[src/rtl/hex_display_scanner.sv]
// rtl/hex_display_scanner.sv - time-multiplexed hex digit scan controller with frame-aligned double buffering
// Optional feature macro: LEADING_ZERO_BLANK_EN (suppresses leading zero digits)

module hex_display_scanner #(
   parameter int DIGITS      = 4,
   parameter int REFRESH_DIV = 1000
) (
   input  logic                clk,
   input  logic                rst_n,
   input  logic [4*DIGITS-1:0] value,
   input  logic [DIGITS-1:0]   dots,
   input  logic                load,
   output logic [3:0]          digit_in,
   output logic                dot_out,
   output logic [DIGITS-1:0]   an,
   output logic                frame_done
);

   localparam int PW = $clog2(REFRESH_DIV);
   localparam int IW = $clog2(DIGITS);
   localparam logic [PW-1:0] PRESC_LAST = PW'(REFRESH_DIV - 1);
   localparam logic [IW-1:0] INDEX_LAST = IW'(DIGITS - 1);

   typedef enum logic {
      ST_BLANK = 1'b0,
      ST_SCAN  = 1'b1
   } state_t;

   state_t              state_q, state_d;
   logic [PW-1:0]       presc_q, presc_d;
   logic [IW-1:0]       index_q, index_d;
   logic [4*DIGITS-1:0] disp_val_q, disp_val_d;
   logic [DIGITS-1:0]   disp_dots_q, disp_dots_d;
   logic [4*DIGITS-1:0] pend_val_q, pend_val_d;
   logic [DIGITS-1:0]   pend_dots_q, pend_dots_d;
   logic                pend_flag_q, pend_flag_d;
   logic                frame_end_q, frame_end_d;
   logic [DIGITS-1:0]   an_q, an_d;
   logic [3:0]          digit_q, digit_d;
   logic                dot_q, dot_d;
   logic                frame_done_q, frame_done_d;

   logic tick;
   logic boundary;

   assign tick     = (state_q == ST_SCAN) && (presc_q == PRESC_LAST);
   assign boundary = tick && (index_q == INDEX_LAST);

   // Scan FSM: one blank cycle between digits, REFRESH_DIV cycles lit per digit
   always_comb begin
      state_d = state_q;
      presc_d = presc_q;
      index_d = index_q;
      case (state_q)
         ST_BLANK: begin
            state_d = ST_SCAN;
            presc_d = '0;
         end
         ST_SCAN: begin
            if (tick) begin
               state_d = ST_BLANK;
               presc_d = '0;
               index_d = (index_q == INDEX_LAST) ? '0 : index_q + 1'b1;
            end else begin
               presc_d = presc_q + 1'b1;
            end
         end
         default: state_d = ST_BLANK;
      endcase
   end

   // Double buffer: pending captures every load, display only changes at the frame boundary
   always_comb begin
      disp_val_d  = disp_val_q;
      disp_dots_d = disp_dots_q;
      pend_val_d  = pend_val_q;
      pend_dots_d = pend_dots_q;
      pend_flag_d = pend_flag_q;
      frame_end_d = boundary;
      if (boundary && pend_flag_q) begin
         // Transfer takes the old pending contents even if a load lands on this same cycle
         disp_val_d  = pend_val_q;
         disp_dots_d = pend_dots_q;
         pend_flag_d = 1'b0;
      end
      if (load) begin
         pend_val_d  = value;
         pend_dots_d = dots;
         pend_flag_d = 1'b1;
      end
   end

   // Output decode from the current state; registered so outputs trail the state by one cycle
   always_comb begin
`ifdef LEADING_ZERO_BLANK_EN
      logic [4*DIGITS-1:0] upper;
`endif
      an_d         = '1;
      digit_d      = digit_q;
      dot_d        = dot_q;
      frame_done_d = 1'b0;
      if (state_q == ST_SCAN) begin
         an_d    = ~(DIGITS'(1) << index_q);
         digit_d = disp_val_q[{index_q, 2'b00} +: 4];
         dot_d   = disp_dots_q[index_q];
`ifdef LEADING_ZERO_BLANK_EN
         // Digit k stays dark when it and every more significant nibble are zero and it has no dot
         upper = disp_val_q >> {index_q, 2'b00};
         if ((index_q != '0) && (upper == '0) && !disp_dots_q[index_q]) begin
            an_d = '1;
         end
`endif
      end else begin
         // frame_end_q is high exactly during the blank cycle that follows the last digit
         frame_done_d = frame_end_q;
      end
   end

   // State and output registers
   always_ff @(posedge clk or negedge rst_n) begin
      if (!rst_n) begin
         state_q      <= ST_BLANK;
         presc_q      <= '0;
         index_q      <= '0;
         disp_val_q   <= '0;
         disp_dots_q  <= '0;
         pend_val_q   <= '0;
         pend_dots_q  <= '0;
         pend_flag_q  <= 1'b0;
         frame_end_q  <= 1'b0;
         an_q         <= '1;
         digit_q      <= '0;
         dot_q        <= 1'b0;
         frame_done_q <= 1'b0;
      end else begin
         state_q      <= state_d;
         presc_q      <= presc_d;
         index_q      <= index_d;
         disp_val_q   <= disp_val_d;
         disp_dots_q  <= disp_dots_d;
         pend_val_q   <= pend_val_d;
         pend_dots_q  <= pend_dots_d;
         pend_flag_q  <= pend_flag_d;
         frame_end_q  <= frame_end_d;
         an_q         <= an_d;
         digit_q      <= digit_d;
         dot_q        <= dot_d;
         frame_done_q <= frame_done_d;
      end
   end

   assign an         = an_q;
   assign digit_in   = digit_q;
   assign dot_out    = dot_q;
   assign frame_done = frame_done_q;

endmodule

[config.mk]
export PLATFORM = sky130hd
export DESIGN_NAME = hex_display_scanner
export DESIGN_NICKNAME = d
export VERILOG_FILES = /design/src/rtl/hex_display_scanner.sv
export SDC_FILE = /design/constraint.sdc
export NUM_CORES = 1
export LEC_CHECK = 0
export CORE_AREA = 4 4 112 72
export DETAILED_ROUTE_END_ITERATION = 10
export DIE_AREA = 0 0 116 76
export HOLD_SLACK_MARGIN = 0.15
export PLACE_DENSITY = 0.69
export SLEW_MARGIN = 25
export SYNTH_ARGS = -nofsm -noshare
export SYNTH_HDL_FRONTEND = slang
export SYNTH_SLANG_ARGS = --single-unit
[constraint.sdc]
create_clock -name clk -period 2.7 [get_ports clk]
set_input_delay 0.675 -clock clk [delete_from_list [all_inputs] [get_ports clk]]
set_output_delay 0.675 -clock clk [all_outputs]
set_load 0.03 [all_outputs]
==> metrics.yaml <==
status:
  status: "finished, final reports clean"
sta:
  fin_crit_ns: 2.17
  fin_crit_sh_pct: 80.3
  fin_tns_setup_ns: 0
  tightest_slew_ns: 0.710
  relSlewSlack_pct: 52.2
  worst_hold_slack_ns: 0.359
  rsz0062_at_grt: "no"
  finalHoldViolations: 0
  setup_violations: 0
  finClkSkew_ns: 0.00811
  drv_slew: 0
  setup_ws_ns: 0.532
  max_freq_mhz: 461
power_and_ir_drop:
  p_int_mw: 2.11
  p_leak_nw: 1.57
  switching_share_pct: 17.5
  ir_drop_mv: 0.330
  power_frac_comb_pct: 3.7
  p_total_mw: 2.55
  p_switching_mw: 0.447
  seq_power_share_pct: 40.0
  powerDensity_nw_per_um2: 722
  clock_power_share_pct: 56.3
detailed_routing:
  first_iter_violations: 113
  antenna_left: 0
  drtPass1Iterations: 4
  wl_per_cell_um: 15.2
  vias_per_cell: 5.00
  remaining_drc_errors: 0
  totalWireLength_mm: 4.94
  vias: 1619
synthesis:
  synth_top_area_share_pct: 55.9
  synth_fp_nets: 216
  syn_area_per_cell_um2: 14.5
  ys_async_sr_fraction_pct: 100
  synth_edf_count: 0
  yosysTopAreaCell: "dfrtp_1"
  post-synth-top-count-cell: "dfrtp_1"
  yosys-top-cells-area: "dfrtp_1, mux2_2, mux4_2"
  ys.flop_type: "dfrtp_1"
  synth-seq-area-share_pct: 59.7
  synth_cells: 188
  synth_cell_types: 29
  synth_area_um2: 2730
  synth-seq-cells: 65
  yosys_warnings: 0
  synth_common_cells: "dfrtp_1, mux2_2, nand2_1"
finish:
  diodes: 0
  final_cells: 324
  fill_cells: 615
  areaGrowthSynthToFinish_pct: 29.5
  utilization_pct: 50.3
  postLayoutCellArea_um2: 3540
  final_nets: 256
  layout-drive-gt1-share_pct: 34.3
min_path:
  hold_class: "primary input to async pin"
clock_tree:
  cts_buffers: 9
  postCtsHoldBufs: 0
  htreeDepth: 3
  cts_resized: 0
  path_clk_slew_ns: 0.05
  cts_tree: "done"
  clockRootBuffer: "clkbuf_16"
  cts_sinks: 65
  clockBufferDepth: 2
  clock_latency_ns: 0.33
  cts_setup_buffers: 0
die:
  fp.dieH_um: 76
  start_util_pct: 38.9
  rows: 24
  die-area_um2: 8820
  die_w_um: 116
  core_um2: 7030
  num_io_pins: 33
setup_path:
  worst-path-buf-inv: 1
  critPathTopFamily: "buffers and inverters"
  path_class: "flop to output pin"
  crit_slowest_cell: "clkdlybuf4s50_1"
  rrSetupSlack_ns: 0.67
  cp-start-kind: "flop"
  crit_path_max_fanout: 1
  cpPeakStageDelay_ns: 0.66
  crit_chain: "clkdlybuf4s50_1"
  arrival_ns: 1.49
  r2r_cells: 5
  timing.rr.start: "index_q[0]"
  required_ns: 2.03
  r2r-end: "disp_val_q[1]"
  crit_path_end_kind: "output pin"
global_route:
  grt_max_degree: 66
  grt_usage_pct: 12.7
  grt_pass1_wl_mm: 8.45
  grt_pass1_vias: 1654
  antenna_found_initial: 0
  grt.overflow.total: 0
place:
  dpl_cell_area_um2: 3160
  preCtsSetupSlack_ns: 0.655
  dp.cells: 308
  port_buffers: 32
  post-dp-hpwl_mm: 3.33
  gp_congestion: 0.804
flow_run:
  cap_viol_max_count: 0
[layout make-up]
cell class | instances | area [µm²] | share of cell area (%)
flip-flops and latches | 65 | 1630 | 46.1
repair buffers | 36 | 358 | 10.1
inverters | 7 | 26.3 | 0.743
well taps | 91 | 114 | 3.22
clock inverters | 5 | 125 | 3.54
clock buffers | 11 | 253 | 7.15
multi-input cells | 109 | 1030 | 29.1
[state kept, by name, indices dropped and copies added (netlist names), 2 cells and up]
signal	count
an	4
digit_in	4
disp_dots_q	4
disp_val_q	16
index_q	2
pend_dots_q	4
pend_val_q	16
presc_q	10
[metal layers]
metal | vias to the layer above | wire length (µm) | global-route usage (%)
met5 | - | 0 | 0
met4 | 0 | 68 | 4.87
met3 | 8 | 291 | 5.95
met2 | 41 | 2140 | 16.8
met1 | 808 | 2430 | 17.9
li1 | 762 | - | -
[placed cells by master, fill, tap and decap left out]
cell type        Yosys  layout
and2_1               1       1
a31oi_1              3       3
dfstp_2              4       4
dfrtp_1             61      61
or3_1                3       3
inv_1                7       7
nor4_4               1       1
nand2_1             10      10
buf_2                2       1
nand4bb_4            1       1
mux4_2               5       5
ha_1                 5       5
buf_4                0       3
or4_1                2       2
o211ai_1             3       3
clkbuf_8             0       2
clkbuf_16            0       9
a21oi_1              2       2
nor2_1               8       8
o31ai_1              1       1
o21ai_0              2       2
clkinv_2             0       1
buf_12               0       1
xor2_1               2       2
nand3_1              6       6
nand2b_1             1       1
nand4_1              2       2
nor3_2               1       1
bufinv_16            0       4
xnor2_1              1       1
nor2b_1              1       1
clkdlybuf4s50_1      0      31
o221ai_1             1       1
mux2_2              47      47
[kinds of logic after synthesis]
kind of cell	count (synthesis)	share of synthesized area (%)
flops	65	59.7
mux	52	23.5
simple gates	37	8.11
buf+inv	14	2.57
compound gates	12	2.84
fa+ha+maj	5	2.29
xor+xnor	3	0.962
[power by group through the flow]
stage | Combinational [mW] | Sequential [mW] | Clock, mW
global placement | 0.0944 | 1.04 | 0
global route | 0.104 | 1.03 | 1.52
detailed placement | 0.0957 | 1.04 | 0
finish | 0.0935 | 1.02 | 1.44
floorplan | 0.0361 | 1.03 | 0
CTS | 0.0963 | 1.02 | 1.47
[worst max path at each step]
stage / from / endpoint / depth (start not counted)
final: an[0] / an[0] / 1
after global routing: an[2] / an[2] / 1
after CTS: an[1] / an[1] / 1
after detailed placement: index_q[0] / disp_val_q[8] / 5
after global placement: presc_q[0] / disp_val_q[11] / 5
after floorplan: presc_q[0] / disp_dots_q[0] / 5
(Power assumes the default switching activity.)
